--- src/rtl/card_dealer_if.sv ---
// Deal bus between the baccarat game controller and the card dealer.
// The controller owns slow_clock and the one-hot load strobes; the dealer
// returns the latched cards, running scores and bookkeeping flags.
interface card_dealer_if;
   logic       slow_clock;
   logic       load_pcard1, load_pcard2, load_pcard3;
   logic       load_dcard1, load_dcard2, load_dcard3;
   logic [3:0] pcard1, pcard2, pcard3;
   logic [3:0] dcard1, dcard2, dcard3;
   logic [3:0] pscore, dscore;
   logic [2:0] cards_dealt;
   logic       load_err;

   modport master (
      output slow_clock,
      output load_pcard1, load_pcard2, load_pcard3,
      output load_dcard1, load_dcard2, load_dcard3,
      input  pcard1, pcard2, pcard3, dcard1, dcard2, dcard3,
      input  pscore, dscore, cards_dealt, load_err
   );

   modport slave (
      input  slow_clock,
      input  load_pcard1, load_pcard2, load_pcard3,
      input  load_dcard1, load_dcard2, load_dcard3,
      output pcard1, pcard2, pcard3, dcard1, dcard2, dcard3,
      output pscore, dscore, cards_dealt, load_err
   );
endinterface

--- src/rtl/card_dealer.sv ---
// Baccarat card dealer: free-running 1..13 shoe, slot latching on the
// synchronised rising edge of the controller's slow_clock, and hand scoring.
module card_dealer #(
   parameter int SYNC_STAGES = 2
) (
   input logic          clk,
   input logic          resetb,
   card_dealer_if.slave bus
);

   localparam int NUM_SLOTS = 6;  // bits 0..2 player 1..3, bits 3..5 dealer 1..3

   logic [3:0]                  shoe_q;
   logic [SYNC_STAGES-1:0]      sync_q;
   logic                        hist_q;
   logic                        synced;
   logic                        rise;
   logic [NUM_SLOTS-1:0]        load_vec;
   logic                        multi_hot;
   logic                        one_hot;
   logic [NUM_SLOTS-1:0][3:0]   slot_q;
   logic [2:0]                  dealt_q;
   logic                        err_q;
   logic [4:0]                  psum, dsum;

   // Card face to baccarat points: tens and faces (and empty) count zero.
   function automatic logic [3:0] card_val(input logic [3:0] v);
      return (v >= 4'd10) ? 4'd0 : v;
   endfunction

   assign load_vec  = {bus.load_dcard3, bus.load_dcard2, bus.load_dcard1,
                       bus.load_pcard3, bus.load_pcard2, bus.load_pcard1};
   // Clearing the lowest set bit leaves something only when two or more are set.
   assign multi_hot = (load_vec & (load_vec - 6'd1)) != '0;
   assign one_hot   = (load_vec != '0) && !multi_hot;

   assign synced    = sync_q[SYNC_STAGES-1];
   assign rise      = synced && !hist_q;

   // Shoe counter cycles 1..13 every fast clock, independent of the deal.
   always_ff @(posedge clk or negedge resetb) begin
      if (!resetb)               shoe_q <= 4'd1;
      else if (shoe_q == 4'd13)  shoe_q <= 4'd1;
      else                       shoe_q <= shoe_q + 4'd1;
   end

   // slow_clock synchroniser plus history flop for rising-edge detection.
   always_ff @(posedge clk or negedge resetb) begin
      if (!resetb) begin
         sync_q <= '0;
         hist_q <= 1'b0;
      end else begin
         sync_q <= {sync_q[SYNC_STAGES-2:0], bus.slow_clock};
         hist_q <= synced;
      end
   end

   // Commit: a single strobe latches the shoe into its slot; overwrites count too.
   always_ff @(posedge clk or negedge resetb) begin
      if (!resetb) begin
         slot_q  <= '0;
         dealt_q <= '0;
      end else if (rise && one_hot) begin
         for (int i = 0; i < NUM_SLOTS; i++)
            if (load_vec[i]) slot_q[i] <= shoe_q;
         if (dealt_q != 3'd6) dealt_q <= dealt_q + 3'd1;
      end
   end

   // Sticky protocol-error flag for multi-hot strobes at a commit point.
   always_ff @(posedge clk or negedge resetb) begin
      if (!resetb)                err_q <= 1'b0;
      else if (rise && multi_hot) err_q <= 1'b1;
   end

   // Hand scores straight off the slots; max sum is 27, fits in 5 bits.
   always_comb begin
      psum = {1'b0, card_val(slot_q[0])} + {1'b0, card_val(slot_q[1])}
           + {1'b0, card_val(slot_q[2])};
      dsum = {1'b0, card_val(slot_q[3])} + {1'b0, card_val(slot_q[4])}
           + {1'b0, card_val(slot_q[5])};
   end

   assign bus.pscore      = 4'(psum % 5'd10);
   assign bus.dscore      = 4'(dsum % 5'd10);
   assign bus.pcard1      = slot_q[0];
   assign bus.pcard2      = slot_q[1];
   assign bus.pcard3      = slot_q[2];
   assign bus.dcard1      = slot_q[3];
   assign bus.dcard2      = slot_q[4];
   assign bus.dcard3      = slot_q[5];
   assign bus.cards_dealt = dealt_q;
   assign bus.load_err    = err_q;

endmodule

--- src/flat_wrapper.sv ---
// flat-port wrapper written by rule: the top's interface ports become plain ports
module card_dealer_flat 
#(
   parameter int SYNC_STAGES = 2
)
  (clk, resetb, bus_slow_clock, bus_load_pcard1, bus_load_pcard2, bus_load_pcard3, bus_load_dcard1, bus_load_dcard2, bus_load_dcard3, bus_pcard1, bus_pcard2, bus_pcard3, bus_dcard1, bus_dcard2, bus_dcard3, bus_pscore, bus_dscore, bus_cards_dealt, bus_load_err);
  card_dealer_if bus_i ();
  input logic clk;
  input logic resetb;
  input wire logic [$bits(bus_i.slow_clock)-1:0] bus_slow_clock;
  input wire logic [$bits(bus_i.load_pcard1)-1:0] bus_load_pcard1;
  input wire logic [$bits(bus_i.load_pcard2)-1:0] bus_load_pcard2;
  input wire logic [$bits(bus_i.load_pcard3)-1:0] bus_load_pcard3;
  input wire logic [$bits(bus_i.load_dcard1)-1:0] bus_load_dcard1;
  input wire logic [$bits(bus_i.load_dcard2)-1:0] bus_load_dcard2;
  input wire logic [$bits(bus_i.load_dcard3)-1:0] bus_load_dcard3;
  output wire logic [$bits(bus_i.pcard1)-1:0] bus_pcard1;
  output wire logic [$bits(bus_i.pcard2)-1:0] bus_pcard2;
  output wire logic [$bits(bus_i.pcard3)-1:0] bus_pcard3;
  output wire logic [$bits(bus_i.dcard1)-1:0] bus_dcard1;
  output wire logic [$bits(bus_i.dcard2)-1:0] bus_dcard2;
  output wire logic [$bits(bus_i.dcard3)-1:0] bus_dcard3;
  output wire logic [$bits(bus_i.pscore)-1:0] bus_pscore;
  output wire logic [$bits(bus_i.dscore)-1:0] bus_dscore;
  output wire logic [$bits(bus_i.cards_dealt)-1:0] bus_cards_dealt;
  output wire logic [$bits(bus_i.load_err)-1:0] bus_load_err;
  assign bus_i.slow_clock = bus_slow_clock;
  assign bus_i.load_pcard1 = bus_load_pcard1;
  assign bus_i.load_pcard2 = bus_load_pcard2;
  assign bus_i.load_pcard3 = bus_load_pcard3;
  assign bus_i.load_dcard1 = bus_load_dcard1;
  assign bus_i.load_dcard2 = bus_load_dcard2;
  assign bus_i.load_dcard3 = bus_load_dcard3;
  assign bus_pcard1 = bus_i.pcard1;
  assign bus_pcard2 = bus_i.pcard2;
  assign bus_pcard3 = bus_i.pcard3;
  assign bus_dcard1 = bus_i.dcard1;
  assign bus_dcard2 = bus_i.dcard2;
  assign bus_dcard3 = bus_i.dcard3;
  assign bus_pscore = bus_i.pscore;
  assign bus_dscore = bus_i.dscore;
  assign bus_cards_dealt = bus_i.cards_dealt;
  assign bus_load_err = bus_i.load_err;
  card_dealer #(.SYNC_STAGES(SYNC_STAGES)) u_core (.clk(clk), .resetb(resetb), .bus(bus_i));
endmodule
--- config.mk ---
export PLATFORM = sky130hd
export DESIGN_NAME = card_dealer_flat
export DESIGN_NICKNAME = d
export VERILOG_FILES = /design/src/rtl/card_dealer_if.sv /design/src/rtl/card_dealer.sv /design/src/flat_wrapper.sv
export SDC_FILE = /design/constraint.sdc
export NUM_CORES = 1
export LEC_CHECK = 0
export ABC_AREA = 1
export BUFFER_PORTS_ARGS = -buffer_cell sky130_fd_sc_hd__buf_4
export CAP_MARGIN = 10
export CORE_MARGIN = 3
export CORE_UTILIZATION = 56
export CTS_CLUSTER_DIAMETER = 40
export DETAILED_ROUTE_END_ITERATION = 10
export GPL_TIMING_DRIVEN = 0
export PLACE_DENSITY = 0.88
export SLEW_MARGIN = 20
export SYNTH_ARGS = -nofsm -noshare
export SYNTH_HDL_FRONTEND = slang
export SYNTH_SLANG_ARGS = --single-unit
--- constraint.sdc ---
create_clock -name clk -period 4.34 [get_ports clk]
set_clock_uncertainty 0.05 [all_clocks]
set_input_delay 0.651 -clock clk [delete_from_list [all_inputs] [get_ports clk]]
set_output_delay 0.651 -clock clk [all_outputs]
set_load 0.01 [all_outputs]
==> flow_summary.toml <==
[placement]
routabilityCongestion = 0.853
io_buffers = 44
dp_hpwl_um = 4200
dp.cells = 402
pre_cts_ws_ps = -100

[floorplanning]
dieArea_um2 = 5470
start_util_pct = 58.6
rows = 24
core-area_um2 = 4410
die_h_um = 74.0
die_w_um = 74.0
io_pins = 45

[sta]
worstMarginPinSlew_ps = 436
setup_violations = 3
hold_viol = 0
timing.final.crit_share_pct = 101
setup_tns_ps = -62.8
grt_setup_unrepaired = "true"
max_slew_margin_pct = 71.0
setup_slack_ps = -35.2
maxClockFrequency_ghz = 0.229
final.min_clock_period_ps = 4380
slew_violations = 0

[global_route]
grt_pass1_vias = 2277
grt_use_total_pct = 23.2
antenna_found_initial = 0
grt_start_max_net_pins = 36
grt_first_pass_wirelength_um = 9920
grt-ovfl-total = 0

[cts]
cts_buffers = 5
cts_tree = "done"
clkSinkCount = 35
clk_latency_ps = 290
cts_buffer_depth = 2
clk_pin_slew_ps = 70
clockRootBuffer = "clkbuf_8"
htreeDepth = 2
ctsHoldBuffers = 0

[synth]
yosysSeqAreaShare_pct = 33.9
synth.avg_cell_area_um2 = 8.45
ys_ff_latch = 35
synth_area_um2 = 2590
yosysUniqueCellTypes = 30
yosys_warnings = 0
netlist_instances = 306
synth.top_cell.area_share_pct = 32.9
synth_ff_type = "dfrtp_1"
yosysTopAreaCell = "dfrtp_1"
postSynth.asyncResetShare_pct = 100
synthTopCellsByArea = "dfrtp_1, nand2_1, o21ai_2"
synth_nets = 339
synth-edff-count = 0

[cells_and_area]
final.fill_count = 295
layout-drive-gt1-share_pct = 41.7
diodes = 0
mostFrequentLayoutCell = "nand2_1"
instances_no_fill = 433
layout_common_cells = "nand2_1, buf_4, inv_1"
area_delta_synth_final_pct = 30.2
multiInputGateArea_um2 = 1530
finish.utilization_pct = 76.3
final_net_count = 413
seq_area_um2 = 877

[pwr]
comb_power_share_pct = 67.8
seq_power_share_pct = 19.1
p_sw_share_pct = 43.1
p_leak_nw = 1.80
p_int_mw = 1.31
p_clk_share_pct = 13.1
p_switching_uw = 995
ir_drop_v = 0.000315
p_per_area_nw_per_um2 = 685

[run_status]
violations = "negative setup slack"
status = "complete, but fails checks"

[worst_setup_path]
cp_max_fo = 4
cp_data_arrival_time_ps = 3670
worst_ep_required_time_ps = 3640
crit_path_end_kind = "output port"
critPathKind = "flop to output port"
crit_path_start_kind = "flop"

[route]
drc = 0
vias_per_cell = 5.32
ant_nets = 0
dr.first_iter.drc_count = 162
routed_wl_um = 6140
routedWlPerCell_um = 14.2
dr.pass1.iters = 5
vias = 2304

[job]
max_cap_viol_count = 0

[min_path]
hold_class = "input port to asynchronous set/reset pin"
-- through the flow --
step,hold slack [ps],area [um2],power (mW)
final,251,3370,2.31
after global routing,277,3370,2.50
after CTS,263,3240,2.11
after detailed placement,293,2980,1.68
after global placement,283,2980,1.62
after floorplan,281,2590,1.25
-- cell type report --
type,count,share of cell area [%]
buffer,4,0.594
clock buffer,6,2.45
clock inverter,2,1.04
inverter,59,7.13
multi-input combinational,208,45.5
sequential,35,26.0
tap,52,1.93
timing repair buffer,67,15.3
-- power by group through the flow --
| stage | Clock, mW | Combinational (mW) | Sequential [mW] |
|---|---|---|---|
| 2_1_floorplan | 0 | 0.784 | 0.464 |
| 3_3_place_gp | 0 | 1.18 | 0.440 |
| 3_5_place_dp | 0 | 1.24 | 0.443 |
| 4_1_cts | 0.307 | 1.37 | 0.437 |
| 5_1_grt | 0.318 | 1.74 | 0.447 |
| 6_report | 0.302 | 1.57 | 0.440 |
-- registers in the layout, indices dropped and copies added (netlist names) --
name	cells
u_core.shoe_q	4
u_core.hist_q	1
u_core.bus.load_err	1
u_core.bus.pcard1	4
u_core.bus.dcard1	4
u_core.bus.pcard2	4
u_core.bus.dcard3	4
u_core.bus.dcard2	4
u_core.bus.cards_dealt	3
u_core.sync_q	2
u_core.bus.pcard3	4
-- cell families (layout without fill, tap and decap cells) --
group / Yosys count / in the layout / share of synthesized area, %
AO/OA/AOI/OAI: 41 / 41 / 11.8
XOR/XNOR: 4 / 4 / 1.35
adder cells (fa/ha/maj): 24 / 24 / 14.5
buffers and inverters: 63 / 138 / 10.1
flip-flops: 35 / 35 / 33.9
AND/OR/NAND/NOR: 139 / 139 / 28.4
-- repair_timing --
action                     CTS  global route
hold endpoints to repair     0             0
buffers inserted            12            11
gates resized for setup     23            16
setup endpoints to repair    6             6
pin swaps                   14            16
-- path summary, 6_finish.rpt --
kind / start / endpoint / slack [ps] / cells after the start
hold reg to reg: u_core.sync_q[0] / u_core.sync_q[1] / 320 / 0
min in group clk: u_core.sync_q[0] / u_core.sync_q[1] / 320 / 0
setup / recovery: u_core.bus.dcard1[1] / bus_dscore[2] / -40 / 22
setup reg to reg: u_core.shoe_q[0] / u_core.shoe_q[2] / 3030 / 5
hold / removal: resetb / u_core.bus.pcard2[0] / 250 / 1
max in group asynchronous: resetb / u_core.shoe_q[0] / 3640 / 1
-- Yosys cell counts (4+ instances only) --
master,number
buf_2,4
inv_1,52
a21oi_1,10
nor2_1,13
fa_1,10
nor2_8,7
o21ai_2,24
nand2_1,77
dfrtp_1,34
inv_2,5
nand3_1,29
ha_1,14
-- per-layer routing --
layer | track usage, % | share of wire (%) | routed length [um]
met1 | 27.3 | 40 | 2460
met2 | 40.6 | 52 | 3220
met3 | 5.81 | 6.0 | 371
met4 | 8.85 | 1.5 | 91
met5 | 0 | 0 | 0
-- worst max-delay path, stage by stage, from the launching register on --
cell and delay (ps):
dfrtp_1 410, inv_2 90, a21oi_2 60, or2_4 230, inv_2 60, fa_1 420
ha_2 220, fa_2 350, xnor2_2 180, ha_2 230, inv_2 50, nand2_4 90
nand3_4 80, nand2_2 90, inv_2 50, ha_4 150, nor2_2 90, nand3_1 100
nand2_2 110, nand2_2 70, nand2_1 70, nand2_1 60, buf_6 120
(Power assumes the default switching activity.)
